<file path="config.mk">
export PLATFORM = sky130hd
export DESIGN_NAME = operand_sequencer
export DESIGN_NICKNAME = d
export VERILOG_FILES = /design/src/rtl/operand_sequencer.sv
export SDC_FILE = /design/constraint.sdc
export NUM_CORES = 1
export LEC_CHECK = 0
export ABC_AREA = 1
export CAP_MARGIN = 20
export CORE_ASPECT_RATIO = 1.1
export CORE_MARGIN = 2
export CORE_UTILIZATION = 25
export CTS_CLUSTER_SIZE = 8
export DETAILED_ROUTE_END_ITERATION = 8
export HOLD_SLACK_MARGIN = 0.12
export PLACE_DENSITY_LB_ADDON = 0.08
export SLEW_MARGIN = 20
export SYNTH_ARGS = -nofsm -noshare
export SYNTH_HDL_FRONTEND = slang
export SYNTH_SLANG_ARGS = --single-unit
</file>
<file path="constraint.sdc">
create_clock -name clk -period 2.1 [get_ports clk]
set_input_delay 0.525 -clock clk [delete_from_list [all_inputs] [get_ports clk]]
set_output_delay 0.525 -clock clk [all_outputs]
set_load 0.02 [all_outputs]
</file>
<file path="src/rtl/operand_sequencer.sv">
// Operand-pair sequencer: walks a burst of table addresses, presenting one
// registered (op_a, op_b) pair per fetch and holding it until accepted downstream.
module operand_sequencer #(
  parameter int unsigned DATA_W = 16,
  parameter int unsigned ADDR_W = 4
) (
  input  logic              clk,
  input  logic              rst_n,
  input  logic              start,
  input  logic [ADDR_W-1:0] start_addr,
  input  logic [ADDR_W:0]   count,
  input  logic              abort,
  output logic [ADDR_W-1:0] pc,
  input  logic [DATA_W-1:0] a_in,
  input  logic [DATA_W-1:0] b_in,
  output logic [DATA_W-1:0] op_a,
  output logic [DATA_W-1:0] op_b,
  output logic              op_valid,
  input  logic              op_ready,
  output logic              busy,
  output logic              done
);

  localparam int unsigned CNT_W = ADDR_W + 1;

  typedef enum logic [1:0] {
    S_IDLE  = 2'd0,
    S_FETCH = 2'd1,
    S_HOLD  = 2'd2,
    S_DONE  = 2'd3
  } state_t;

  state_t             state;
  state_t             state_nxt;
  logic [CNT_W-1:0]   remaining;
  logic [CNT_W-1:0]   remaining_nxt;
  logic [ADDR_W-1:0]  pc_nxt;
  logic [DATA_W-1:0]  op_a_nxt;
  logic [DATA_W-1:0]  op_b_nxt;
  logic               op_valid_nxt;
  logic               busy_nxt;
  logic               done_nxt;

  // State, datapath and registered status flags
  always_ff @(posedge clk) begin
    if (!rst_n) begin
      state     <= S_IDLE;
      remaining <= '0;
      pc        <= '0;
      op_a      <= '0;
      op_b      <= '0;
      op_valid  <= 1'b0;
      busy      <= 1'b0;
      done      <= 1'b0;
    end else begin
      state     <= state_nxt;
      remaining <= remaining_nxt;
      pc        <= pc_nxt;
      op_a      <= op_a_nxt;
      op_b      <= op_b_nxt;
      op_valid  <= op_valid_nxt;
      busy      <= busy_nxt;
      done      <= done_nxt;
    end
  end

  // Next-state and next-output logic; abort outside IDLE overrides everything
  always_comb begin
    state_nxt     = state;
    remaining_nxt = remaining;
    pc_nxt        = pc;
    op_a_nxt      = op_a;
    op_b_nxt      = op_b;

    if (abort && (state != S_IDLE)) begin
      state_nxt = S_IDLE;
    end else begin
      unique case (state)
        S_IDLE: begin
          if (start && !abort) begin
            if (count != '0) begin
              pc_nxt        = start_addr;
              remaining_nxt = count;
              state_nxt     = S_FETCH;
            end else begin
              state_nxt = S_DONE;
            end
          end
        end
        S_FETCH: begin
          op_a_nxt  = a_in;
          op_b_nxt  = b_in;
          state_nxt = S_HOLD;
        end
        S_HOLD: begin
          if (op_ready) begin
            if (remaining > CNT_W'(1)) begin
              remaining_nxt = remaining - CNT_W'(1);
              pc_nxt        = pc + ADDR_W'(1);
              state_nxt     = S_FETCH;
            end else begin
              state_nxt = S_DONE;
            end
          end
        end
        S_DONE: begin
          state_nxt = S_IDLE;
        end
        default: begin
          state_nxt = S_IDLE;
        end
      endcase
    end

    op_valid_nxt = (state_nxt == S_HOLD);
    busy_nxt     = (state_nxt == S_FETCH) || (state_nxt == S_HOLD);
    done_nxt     = (state_nxt == S_DONE);
  end

endmodule

</file>
-- Word level (Yosys, flattened, before mapping)
Index checks and enable logic that the tools add are counted.
- register bits after elaboration: 46
- bits of input ports: 46
- output and inout port bits: 39
- logic and storage cells: 48
- $add $sub $neg: 2
- $lt $le $gt $ge: 1
- equality and inequality tests: 10
- muxes and demuxes: 16
- bitwise gates (word level): 1
- reductions and logical operators: 10
- operators with widths (kind ; number):
    $mux 5 ; 4
    $mux 4 ; 4
    $mux 2 ; 5
    $pmux 5 s2 ; 1
    $eq 2x2->1 const B ; 4
    $ne 2x2->1 const B ; 4
    $pmux 2 s4 ; 1
    $pmux 4 s2 ; 1
    $reduce_and 6->1 ; 1
    $gt 5x1->1 const B ; 1
    $reduce_bool 5->1 ; 1
    $sub 5x1->5 const B ; 1
    $add 4x1->4 const B ; 1
    $eq 2x1->1 const B ; 2
    $reduce_bool 2->1 ; 2
    $logic_and 1x1->1 ; 2
    $logic_not 2->1 ; 1
    $reduce_and 2->1 ; 1
    $logic_not 1->1 ; 1
    $logic_or 1x1->1 ; 1
    $not 1->1 ; 1

-- Logic depth before layout (Yosys ltp)
Gate-level depths: netlist of the first run.
- depth after elaboration: 7
- depth in mapped cells: 11

-- Worst setup path before layout of the first run
No wires, ideal clock.
- path kind: input to register
- start: input port abort
- end: register busy
- setup time: 0.066 ns
- arrival: 1.305 ns
- data required time: 2.034 ns
- path slack: 0.729 ns
- stages on the path: 8
- buffers on the path: 0
- path through: inv_2 nand2_1 nor2_1 inv_1 nand2_1 inv_2 ha_1 nor2_1
- word-level cells in the longest chain between the ends: 7
- elaborated cells between the ends (all ways): 9
- RTL lines (item ; RTL line ; text):
    from (decl) ; 12 ; input logic abort,
    $logic_not 1->1 ; 80 ; if (start && !abort) begin
    $logic_and 1x1->1 ; 80 ;
    $mux 2 ; 80 ;
    $pmux 2 s4 ; 78 ; unique case (state)
    $mux 2 * ; 75 ; if (abort && (state != S_IDLE)) begin
    net state_nxt[0] ; 34 ; state_t state_nxt;
    $eq 2x1->1 or $eq 2x2->1 (tied branches) ; 116 ; busy_nxt = (state_nxt == S_FETCH) || (state_nxt == S_HOLD);
    $logic_or 1x1->1 * ; 116 ;
    to (signal assigned) ; 62 ; busy <= busy_nxt;
    to (decl) ; 20 ; output logic busy,
Mark *: on every way through the listed nets, which the timed path passes. The rest lies on a longest branch.
A chain may end at the register's enable or synchronous reset.

-- Worst setup path after layout of the first run
- start: register pc[0]
- end: output port pc[0]
- RTL lines (item ; RTL line ; text):
    from (decl) ; 13 ; output logic [ADDR_W-1:0] pc,
    from (signal assigned) ; 58 ; pc <= pc_nxt;
No word-level cell between the ends.

==> results of run 1 <==
[metal layers]
| metal | global-route usage (%) | vias to the layer above |
|---|---|---|
| li1 | - | 1093 |
| met1 | 15.8 | 956 |
| met2 | 23.4 | 48 |
| met3 | 4.43 | 6 |
| met4 | 3.91 | 0 |
| met5 | 0 | - |
[through the flow]
step / worst slack [ns] / util (%) / total power [mW]
after floorplan: 0.729 / - / 1.15
after global placement: 0.219 / 38.2 / 1.33
after detailed placement: 0.185 / 38.2 / 1.34
after CTS: 0.200 / 39.2 / 1.88
after global routing: 0.171 / 39.2 / 1.95
final: 0.216 / 39.2 / 1.84
[cells in the mapped netlist]
| library cell | instances |
|---|---|
| inv_1 | 17 |
| clkbuf_1 | 7 |
| o21ai_0 | 1 |
| nand2_2 | 3 |
| nor2_2 | 2 |
| inv_2 | 6 |
| o211ai_1 | 1 |
| o21ai_1 | 4 |
| xor2_1 | 1 |
| a21oi_2 | 1 |
| nand3_2 | 1 |
| clkinv_1 | 2 |
| or2_2 | 1 |
| o22ai_1 | 1 |
| nand3_1 | 45 |
| nor2_4 | 1 |
| a21oi_1 | 32 |
| nand2_4 | 1 |
| buf_4 | 1 |
| nand2_1 | 76 |
| ha_1 | 5 |
| a21boi_0 | 1 |
| dfxtp_1 | 46 |
| nor2_1 | 29 |
| buf_2 | 6 |
[power groups by stage]
stage	registers (mW)	clock network [mW]	logic, mW
after floorplan	0.981	0	0.167
after global placement	0.957	0	0.377
after detailed placement	0.957	0	0.381
after CTS	0.937	0.560	0.382
after global routing	0.942	0.586	0.420
final	0.936	0.530	0.375
[state kept, by name (all words and copies together), names as in the netlist]
name       cells
op_b          16
op_a          16
pc             4
busy           1
remaining      5
op_valid       1
done           1
state          2
[worst paths after layout]
kind | from | to | slack (ns) | depth (start not counted)
worst max-delay path | pc[0] | pc[0] | 0.22 | 1
worst min-delay path | op_b[15] | op_b[15] | 0.46 | 2
worst max register to register | state[1] | busy | 0.53 | 8
worst min register to register | op_b[15] | op_b[15] | 0.46 | 2
[cells by family after synthesis]
kind of cell / after synthesis / share of synthesized area (%)
DFF: 46 / 44.8
xor gates and xnor gates: 1 / 0.426
adders and majority gates: 5 / 3.05
buffers and inverters: 39 / 7.67
AOI/OAI and AO/OA: 41 / 10.5
and+or+nand+nor: 159 / 33.6
[area by class of cell]
class	count	area [um2]
Inverter	25	93.8
Multi-Input combinational cell	206	976
Tap cell	108	135
Clock inverter	1	7.51
Sequential cell	46	921
Timing Repair Buffer	90	911
Clock buffer	6	72.6
Fill cell	890	4840
==> flow_summary_export.csv, run 1 <==
group,metric,value,unit
clock_network,cts-resized-gates,0,
clock_network,cts.hold.buffers_added,0,
route,top_layer,"met4",
placement,dpl-instance-area,3040,um2
grt,antenna_found_initial,0,
placement,gp_congestion,0.783,
critical_path,worstPathRequired,1.57,ns
critical_path,path_max_fanout,5,
route,wl_met3,389,um
timing,drv_slew,0,
power,switching_share,28.2,%
synthesis,syn-cell-area,2050,um2
clock_network,clkSinkCount,46,
clock_network,insertion_delay,0.30,ns
floorplan,rows,34,
route,postRouteAntennaNets,0,
synthesis,synthCells,291,
worst_hold_path,min_path_type,"reg2reg",
synthesis,syn_nets,342,
critical_path,start_kind,"flip-flop",
synthesis,synth_top_area_share,44.8,%
layout,final_cells,482,
route,vias_per_cell,4.36,
power,p_switching,0.520,mW
clock_network,htree_num_levels,2,
synthesis,ys_top_cells_by_area,"dfxtp_1 (45%), nand2_1 (14%), nand3_1 (11%)",
power,p_int,1.32,mW
layout,area_growth,51.7,%
run_status,outcome,"complete, no violations",
power,pwr-share-clk,28.8,%
synthesis,ys_seq_area_share,44.8,%
route,vias,2103,
route,first_pass_iters,4,
critical_path,crit_chain,"clkdlybuf4s50_1",
route,routedWlPerCell,12.3,um
grt,grt_overflow,0,
timing,rsz0062_at_grt,"no",
power,power_frac_seq,50.8,%
clock_network,path_clk_slew,0.09,ns
timing,final.setup.tns,0,ns
synthesis,yosys.area.top_type,"dfxtp_1",
grt,grt_pass1_wl,9.58,mm
route,dr_wl_met2,2.75,mm
timing,layout_min_cycle_time,1.88,ns
synthesis,ys_ff_latch,46,
clock_network,tritoncts,"yes",
route,routed_wl,5.93,mm
grt,grt_max_degree,36,
critical_path,criticalPathCategory,"reg2out",
critical_path,cp-end-kind,"primary output",
synthesis,yosys_warnings,0,
grt,groute.usage.overall,13.4,%
timing,whs,0.461,ns
route,wl_met1,2.72,mm
timing,final_hold_viol_count,0,
synthesis,syn-mean-instance-area,7.06,um2
route,drc_errors,0,
layout,nets,425,
layout,final_area,3120,um2
timing,worst_slew_margin_rel,75.1,%
layout,antenna_cells,0,
timing,tightest_slew,0.374,ns
grt,grt_pass1_vias,2021,
clock_network,cts_setup_buffers,0,
clock_network,cts-root-buf,"clkbuf_8",
power,power_density,591,nW/um2
power,vdd_drop_max,0.329,mV
floorplan,die_area,8960,um2
placement,port_buffers,84,
timing,fin_skew,0.00607,ns
floorplan,core-area,7960,um2
critical_path,path_buf_inv,1,
placement,dp_hpwl,4.15,mm
floorplan,start_util,25.8,%
layout,final_cell_mix,"clkdlybuf4s50_1 (84), nand2_1 (76), dfxtp_1 (46)",
synthesis,ys_types,25,
timing,setup_viol,0,
timing,fmax,0.531,GHz
layout,drive_above_1_share,7.49,%
floorplan,die_y,99.1,um
floorplan,dieWidth,90.4,um
power,p_leak,1.23,nW
layout,final_common_cell,"clkdlybuf4s50_1",
placement,dp_cells,475,
timing,fin_crit_sh,89.7,%
route,drtIter0Drc,65,
critical_path,critPathTopFamily,"buffers and inverters",
clock_network,cts_buffers,5,
critical_path,crit_arrival,1.36,ns
floorplan,io_pins,85,
run,cap_violations,0,
power,combPwrFrac,20.4,%
critical_path,cp_slowest_stage_delay,0.64,ns
critical_path,crit_slowest_cell,"clkdlybuf4s50_1",
clock_network,clk_path_buf_depth,2,
Power figures use the tool's default switching activity.
==> inputs of run 2 (changes only) <==
--- a/config.mk
+++ b/config.mk
@@ -6,8 +6,7 @@
 export NUM_CORES = 1
 export LEC_CHECK = 0
 export ABC_AREA = 1
-export CAP_MARGIN = 20
-export CORE_ASPECT_RATIO = 1.1
+export CAP_MARGIN = 10
 export CORE_MARGIN = 2
 export CORE_UTILIZATION = 25
 export CTS_CLUSTER_SIZE = 8
==> run 2 against run 1 <==
Compared with the run above:
- non-clock buffer count unchanged
- highest routed layer unchanged
- sequential share of layout area increased by 0.13 points
- combinational power about the same
- critical path depth unchanged
- setup slack improved by 0.032 ns
- final area decreased by 0.44%
- total power about the same
- clock skew decreased by 0.0040 ns
- global-route usage increased by 0.079 points
- sequential power about the same
- via count increased by 0.76%
==> flow_summary_export.csv, run 2 (synthesis results as in run 1) <==
group,metric,value,unit
floorplan,io_pins,85,
timing,fmax,0.540,GHz
floorplan,start_util,25.4,%
timing,final.setup.tns,0,ns
floorplan,die_area,8960,um2
layout,final_cells,478,
timing,setup_viol,0,
placement,place_ws,0.180,ns
power,p_int,1.34,mW
critical_path,path_max_fanout,5,
route,first_pass_iters,4,
run_status,outcome,"complete, no violations",
power,switching_share,27.1,%
power,power_density,594,nW/um2
power,p_switching,0.499,mW
critical_path,crit_arrival,1.33,ns
layout,reg.largest.list,"op_a (16), op_b (16), remaining (5)",
grt,grt_pass1_wl,9.47,mm
clock_network,path_clk_slew,0.08,ns
route,drc_errors,0,
timing,fin_skew,0.00208,ns
route,vias,2119,
clock_network,tritoncts,"yes",
grt,grt_pass1_vias,1993,
timing,final_hold_viol_count,0,
timing,fin_crit_sh,88.2,%
layout,final_common_cell,"clkdlybuf4s50_1",
route,routedWlPerCell,12.2,um
floorplan,dieWidth,94.7,um
route,drtIter0Drc,87,
layout,antenna_cells,0,
critical_path,crit_chain,"clkdlybuf4s50_1",
route,postRouteAntennaNets,0,
critical_path,worstPathRequired,1.57,ns
floorplan,core-area,8090,um2
route,routed_wl,5.84,mm
critical_path,rrSetupSlack,0.54,ns
grt,antenna_found_initial,0,
timing,worst_slew_margin_rel,74.9,%
critical_path,cp-end-kind,"primary output",
floorplan,die_y,94.7,um
timing,rsz0062_at_grt,"no",
critical_path,criticalPathCategory,"reg2out",
grt,grt_overflow,0,
timing,whs,0.464,ns
clock_network,clkSinkCount,46,
power,power_frac_seq,50.9,%
route,top_layer,"met4",
power,combPwrFrac,20.2,%
placement,port_buffers,84,
run,cap_violations,0,
layout,nets,425,
power,pwr-share-clk,28.9,%
clock_network,cts-root-buf,"clkbuf_8",
placement,dp_cells,472,
timing,drv_slew,0,
timing,tightest_slew,0.376,ns
critical_path,cp_slowest_stage_delay,0.63,ns
route,dr_wl_met2,2.76,mm
route,vias_per_cell,4.43,
layout,final_cell_mix,"clkdlybuf4s50_1 (84), nand2_1 (76), dfxtp_1 (46)",
power,vdd_drop_max,0.276,mV
worst_hold_path,min_path_type,"reg2reg",
critical_path,critPathTopFamily,"buffers and inverters",
clock_network,insertion_delay,0.29,ns
grt,groute.usage.overall,13.5,%
critical_path,start_kind,"flip-flop",
power,p_leak,1.24,nW
clock_network,cts_buffers,5,
floorplan,rows,33,
clock_network,cts.hold.buffers_added,0,
grt,grt_max_degree,33,
clock_network,cts_setup_buffers,0,
placement,dp_hpwl,4.05,mm
route,wl_met1,2.61,mm
clock_network,cts-resized-gates,0,
critical_path,crit_slowest_cell,"clkdlybuf4s50_1",
placement,gp_congestion,0.781,
clock_network,clk_path_buf_depth,2,
critical_path,path_buf_inv,1,
timing,layout_min_cycle_time,1.85,ns
timing,fin_ws,0.248,ns
clock_network,htree_num_levels,2,
route,wl_met3,427,um
layout,area_growth,51.0,%
layout,drive_above_1_share,7.51,%
## run 2: final timing paths
path,start,end,cells after the start
min reg2reg,op_a[5],op_a[5],2
min,op_a[5],op_a[5],2
max,pc[2],pc[2],1
max reg2reg,state[1],busy,8
## run 2: per-stage QoR
stage / instance area (um2) / total power [mW] / utilization, %
final: 3100 / 1.84 / 38.3
after detailed placement: 3020 / 1.33 / 37.3
after floorplan: 2050 / 1.15 / -
after global placement: 3020 / 1.33 / 37.3
after global routing: 3100 / 1.95 / 38.3
after CTS: 3100 / 1.87 / 38.3
## run 2: final cells by class
class,count,area (um2)
fill,852,4990
multi-input combinational,206,976
sequential,46,921
timing repair buffer,90,898
tap,105,131
inverter,25,93.8
clock buffer,6,82.6
## run 2: per-layer routing
layer,vias to the layer above,GRT usage [%]
li1,1095,-
met1,956,16.3
met2,64,23.0
met3,4,4.39
met4,0,3.62
met5,-,0
## run 2: tightest hold or removal path: cells and delay by family (launching register included)
family | cells | cell delay, ns
and+or+nand+nor | 1 | 0.06
DFF | 1 | 0.31
AOI/OAI and AO/OA | 1 | 0.05
## run 2: power groups by stage
stage	sequential [mW]	clock, mW	combinational (mW)
2_1_floorplan	0.981	0	0.167
3_3_place_gp	0.958	0	0.377
3_5_place_dp	0.958	0	0.375
4_1_cts	0.938	0.559	0.377
5_1_grt	0.943	0.584	0.419
6_report	0.937	0.533	0.372
==> inputs of run 3 (changes only) <==
--- a/config.mk
+++ b/config.mk
@@ -13,6 +13,7 @@
 export DETAILED_ROUTE_END_ITERATION = 8
 export HOLD_SLACK_MARGIN = 0.12
 export PLACE_DENSITY_LB_ADDON = 0.08
+export SETUP_SLACK_MARGIN = 0.02
 export SLEW_MARGIN = 20
 export SYNTH_ARGS = -nofsm -noshare
 export SYNTH_HDL_FRONTEND = slang
==> results of run 3 <==
The final DEF is identical to that of run 2; final timing and power are the same.
